==> src/rtl/bus_arbiter_if.sv <==
// Request/grant bundle between the four bus masters and the round-robin arbiter.
// The masters drive the requests; the arbiter drives the grants, owner and preempt.
interface bus_arbiter_if;
  logic       m0_req_;
  logic       m1_req_;
  logic       m2_req_;
  logic       m3_req_;
  logic       m0_grnt_;
  logic       m1_grnt_;
  logic       m2_grnt_;
  logic       m3_grnt_;
  logic [1:0] owner;
  logic       preempt;

  modport master (
    output m0_req_, m1_req_, m2_req_, m3_req_,
    input  m0_grnt_, m1_grnt_, m2_grnt_, m3_grnt_, owner, preempt
  );

  modport slave (
    input  m0_req_, m1_req_, m2_req_, m3_req_,
    output m0_grnt_, m1_grnt_, m2_grnt_, m3_grnt_, owner, preempt
  );
endinterface

==> src/rtl/bus_arbiter.sv <==
// Four-master round-robin bus arbiter with a parked, active-low one-hot grant
// and an optional hold limit that forces handover under contention.
module bus_arbiter #(
  parameter int unsigned MAX_HOLD = 16,
  parameter int unsigned CNT_W    = 8
) (
  input  logic         clk,
  input  logic         reset,
  bus_arbiter_if.slave bus
);

  typedef enum logic [1:0] {
    OWN_M0 = 2'd0,
    OWN_M1 = 2'd1,
    OWN_M2 = 2'd2,
    OWN_M3 = 2'd3
  } owner_t;

  typedef enum logic {
    ENABLE_  = 1'b0,
    DISABLE_ = 1'b1
  } grnt_t;

  // Hold counter ceiling; with MAX_HOLD == 0 it simply saturates at all-ones.
  localparam logic [CNT_W-1:0] HOLD_LAST = (MAX_HOLD == 0) ? '1 : CNT_W'(MAX_HOLD - 1);

  owner_t           owner_q, owner_d;
  logic [CNT_W-1:0] hold_q, hold_d;
  logic             preempt_q, preempt_d;
  logic [3:0]       grnt_q, grnt_d;

  logic [3:0]       req_n;
  logic             have_next;
  owner_t           next_own;

  assign req_n = {bus.m3_req_, bus.m2_req_, bus.m1_req_, bus.m0_req_};

  // Scan owner+1 .. owner+3; the current owner is never its own successor.
  always_comb begin
    logic [1:0] cand;
    have_next = 1'b0;
    next_own  = owner_q;
    cand      = owner_q;
    for (int unsigned k = 1; k < 4; k++) begin
      cand = owner_q + 2'(k);
      if (!have_next && !req_n[cand]) begin
        have_next = 1'b1;
        next_own  = owner_t'(cand);
      end
    end
  end

  always_comb begin
    owner_d   = owner_q;
    hold_d    = hold_q;
    preempt_d = 1'b0;
    grnt_d    = '1;

    if (req_n[owner_q]) begin
      hold_d = '0;
      if (have_next) owner_d = next_own;
    end else if ((MAX_HOLD != 0) && (hold_q == HOLD_LAST) && have_next) begin
      owner_d   = next_own;
      hold_d    = '0;
      preempt_d = 1'b1;
    end else if (hold_q != HOLD_LAST) begin
      hold_d = hold_q + 1'b1;
    end

    // Grants are decoded from the next owner so they register alongside it.
    for (int unsigned i = 0; i < 4; i++) begin
      grnt_d[i] = (owner_d == owner_t'(2'(i))) ? ENABLE_ : DISABLE_;
    end
  end

  always_ff @(posedge clk or posedge reset) begin
    if (reset) begin
      owner_q   <= OWN_M0;
      hold_q    <= '0;
      preempt_q <= 1'b0;
      grnt_q    <= {DISABLE_, DISABLE_, DISABLE_, ENABLE_};
    end else begin
      owner_q   <= owner_d;
      hold_q    <= hold_d;
      preempt_q <= preempt_d;
      grnt_q    <= grnt_d;
    end
  end

  assign bus.m0_grnt_ = grnt_q[0];
  assign bus.m1_grnt_ = grnt_q[1];
  assign bus.m2_grnt_ = grnt_q[2];
  assign bus.m3_grnt_ = grnt_q[3];
  assign bus.owner    = owner_q;
  assign bus.preempt  = preempt_q;

endmodule

==> src/flat_wrapper.sv <==
// flat-port wrapper written by rule: the top's interface ports become plain ports
module bus_arbiter_flat 
#(
  parameter int unsigned MAX_HOLD = 16,
  parameter int unsigned CNT_W    = 8
)
  (clk, reset, bus_m0_req_, bus_m1_req_, bus_m2_req_, bus_m3_req_, bus_m0_grnt_, bus_m1_grnt_, bus_m2_grnt_, bus_m3_grnt_, bus_owner, bus_preempt);
  bus_arbiter_if bus_i ();
  input  logic clk;
  input  logic reset;
  input wire logic [$bits(bus_i.m0_req_)-1:0] bus_m0_req_;
  input wire logic [$bits(bus_i.m1_req_)-1:0] bus_m1_req_;
  input wire logic [$bits(bus_i.m2_req_)-1:0] bus_m2_req_;
  input wire logic [$bits(bus_i.m3_req_)-1:0] bus_m3_req_;
  output wire logic [$bits(bus_i.m0_grnt_)-1:0] bus_m0_grnt_;
  output wire logic [$bits(bus_i.m1_grnt_)-1:0] bus_m1_grnt_;
  output wire logic [$bits(bus_i.m2_grnt_)-1:0] bus_m2_grnt_;
  output wire logic [$bits(bus_i.m3_grnt_)-1:0] bus_m3_grnt_;
  output wire logic [$bits(bus_i.owner)-1:0] bus_owner;
  output wire logic [$bits(bus_i.preempt)-1:0] bus_preempt;
  assign bus_i.m0_req_ = bus_m0_req_;
  assign bus_i.m1_req_ = bus_m1_req_;
  assign bus_i.m2_req_ = bus_m2_req_;
  assign bus_i.m3_req_ = bus_m3_req_;
  assign bus_m0_grnt_ = bus_i.m0_grnt_;
  assign bus_m1_grnt_ = bus_i.m1_grnt_;
  assign bus_m2_grnt_ = bus_i.m2_grnt_;
  assign bus_m3_grnt_ = bus_i.m3_grnt_;
  assign bus_owner = bus_i.owner;
  assign bus_preempt = bus_i.preempt;
  bus_arbiter #(.MAX_HOLD(MAX_HOLD), .CNT_W(CNT_W)) u_core (.clk(clk), .reset(reset), .bus(bus_i));
endmodule
==> config.mk <==
export PLATFORM = sky130hd
export DESIGN_NAME = bus_arbiter_flat
export DESIGN_NICKNAME = d
export VERILOG_FILES = /design/src/rtl/bus_arbiter_if.sv /design/src/rtl/bus_arbiter.sv /design/src/flat_wrapper.sv
export SDC_FILE = /design/constraint.sdc
export NUM_CORES = 1
export LEC_CHECK = 0
export CAP_MARGIN = 30
export CORE_MARGIN = 2
export CORE_UTILIZATION = 56
export DETAILED_ROUTE_END_ITERATION = 10
export GPL_TIMING_DRIVEN = 0
export PLACE_DENSITY = 0.82
export SLEW_MARGIN = 30
export SYNTH_ARGS = -nofsm -noshare
export SYNTH_HDL_FRONTEND = slang
export SYNTH_SLANG_ARGS = --single-unit
==> constraint.sdc <==
create_clock -name clk -period 5.53 [get_ports clk]
set_input_delay 0.553 -clock clk [delete_from_list [all_inputs] [get_ports clk]]
set_output_delay 0.553 -clock clk [all_outputs]
set_load 0.01 [all_outputs]
==> metrics <==
outcome=completed; top cell type's share of synthesized area=roughly 34%; Setup Skew=around 0.00076 ns; clk slew on worst S/H paths=around 0.090 ns; Filler Cells Inserted=about 120; 1st-iter DRT viols=15; Synth area leader=dfrtp_1; setup TNS=0 ns; # H-tree levels=1; WP data arrival=around 2.4 ns; RSZ-0062 raised after global routing=no; Leak=approximately 0.43 nW; Synth Instances=between 90 and 100; CP Buf/Inv Count=1; Die Width=approximately 44 um; Rel. slew slack=63.0%; worst min path class=flip-flop to flip-flop; measured slew at the worst slew-check pin=~0.55 ns; Post-DRT Antenna Nets=0; DR WL/cell=~13 um; final setup fails=0; chip height=~44 um; Syn Area/Cell=9.39 sq um; worst r2r src=u_core.hold_q[0]; Crit-path slowest cell=mux4_2; r2r endpoint=u_core.grnt_q[3]; Total GRT Usage=between 10% and 20%; top-count cell post-synth=nor2_1; Max Slew Vio Count=0; worst hold slack=about 0.56 ns; sequential area share after synthesis=~42%; ant diodes=0; Worst EP required=about 5.7 ns; GPL Wtd Cong=0.781; min-delay src=u_core.hold_q[7]; FMAX=around 0.45 GHz; Initial Util=59.2%; die area=around 1900 sq um; Final min period=2.22 ns; Startpoint Class=input pin; first-pass GRT wire length=about 2700 um; leading register cell type out of synthesis=dfrtp_1; maximum buffer depth of the clock tree=2; GRT overflow=0; post_cts resized=0; Port-buffer cells=9; Async S/R FF share, synth=100%; Hold Crit Endpoint=u_core.hold_q[7]; Clock Tree Root=clkbuf_4; share of post-route cells with drive strength above 1=between 15 and 20%; DRC violations left=0; clk_lat worst skew=approximately 0.28 ns; CP cell instances=clkdlybuf4s50_1 > mux4_2 > a2bb2oi_1 > o22a_2 > or3_1; CP Class=input pin to flip-flop; Core Region=roughly 1500 sq um; Mapped Nets=102; Final #Nets=between 100 and 150; Max Cap Viol=0; CP top delay family=multiplexers; initial antenna violation count=0; CTS Hold Bufs=0; Yosys cell types=38; DRT Wirelength=1670 um; fin util=68.3%; cells on worst reg2reg path=6; YS warnings=0; critical path fanouts, max=8; Post-Syn Area=about 890 sq um; Synth area leaders=dfrtp_1 (34%), dfstp_2 (8.8%), nor2_1 (5.9%); I/O pin total=13; R2R Setup Slk=approximately 3.5 ns; CTS tree=done; vias per inst=5.81; vias in the first global route=about 650; part of the cycle the worst path needs=roughly two fifths; Min-Delay Path Depth=2; cts bufs inserted=3; VDD IR max=roughly 0.00030 V; Commonest cells post-synth=nor2_1 (14), dfrtp_1 (12), nand2_1 (9); # rows=14; Post-synth EDFFs=0; Yosys reg bits=15; Final HPWL DP=about 1200 um; largest net degree at the start of global routing=16; CP max stage delay=between 0.6 and 0.7 ns; Area Growth Syn to Fin=15.3%; final hold vios=0; CTS Sinks=15; Setup Fix Bufs, Post-CTS=0; Pwr Density=423 nW/um^2; Power, Total=0.435 mW; CP endpoint kind=flip-flop; Via Count=a little over 700; drt first pass iters=4
metal layers:
metal | part of all wire (%) | track usage (%) | up-vias
met4 | 1.8 | 9.09 | 0
li1 | - | - | 359
met5 | 0 | 0 | -
met2 | 44 | 28.8 | 18
met1 | 50 | 27.3 | 338
met3 | 4.1 | 3.75 | 5
kinds of logic (layout without fill, tap and decap cells):
kind of cell / count (synthesis) / count (layout) / share of synthesized area (%)
simple gates: 47 / 47 / 28.2
buf+inv: 7 / 20 / 6.03
fa+ha+maj: 1 / 1 / 1.40
flops: 15 / 15 / 42.5
xor+xnor: 4 / 4 / 3.93
mux: 2 / 2 / 3.79
compound gates: 19 / 19 / 14.2
placed cells by master, fill, tap and decap left out, types with 4 or more instances in the layout:
master,instances
nand2_1,9
nand3_1,7
clkdlybuf4s50_1,9
nor2_1,14
o21ai_0,4
dfrtp_1,12
a21oi_1,5
worst max-delay path by stage:
stage	start	end	slack, ns	cells after the start
6_report	bus_m1_req_	u_core.grnt_q[1]	3.31	5
5_1_grt	bus_m1_req_	u_core.grnt_q[1]	3.27	5
4_1_cts	bus_m1_req_	u_core.grnt_q[1]	3.33	5
3_5_place_dp	bus_m1_req_	u_core.grnt_q[1]	3.03	5
3_3_place_gp	bus_m1_req_	u_core.grnt_q[1]	3.06	5
2_1_floorplan	bus_m2_req_	u_core.grnt_q[1]	3.57	5
tightest hold or removal path, cell delays in order (launching register included):
cell and delay [ns]:
dfrtp_1 0.37, xor2_1 0.07, nor2_1 0.08
metrics by stage:
stage	instances	setup slack [ns]	cell area (sq um)
3_3_place_gp	120	3.06	1000
3_5_place_dp	120	3.03	1000
5_1_grt	124	3.27	1030
4_1_cts	124	3.33	1030
2_1_floorplan	95	3.57	892
6_report	124	3.31	1030
final cells by class:
cell class	count	area, sq um	share of cell area [%]
clock buffer	4	26.3	2.55
inverter	2	7.51	0.730
sequential	15	379	36.9
multi-input combinational	73	459	44.6
tap	16	20.0	1.95
buffer	5	46.3	4.50
timing repair buffer	9	90.1	8.76
where the power goes:
| group | switching, mW | internal [mW] | total (mW) |
|---|---|---|---|
| combinational | 0.102 | 0.107 | 0.209 |
| clock | 0.0354 | 0.0280 | 0.0635 |
| sequential | 0.0176 | 0.144 | 0.162 |
| total | 0.155 | 0.280 | 0.435 |
state kept, by name, summed over array words and instances, names as in the netlist:
name	cells
u_core.bus.preempt	1
u_core.grnt_q	4
u_core.hold_q	8
u_core.bus.owner	2
(Power assumes the default switching activity.)
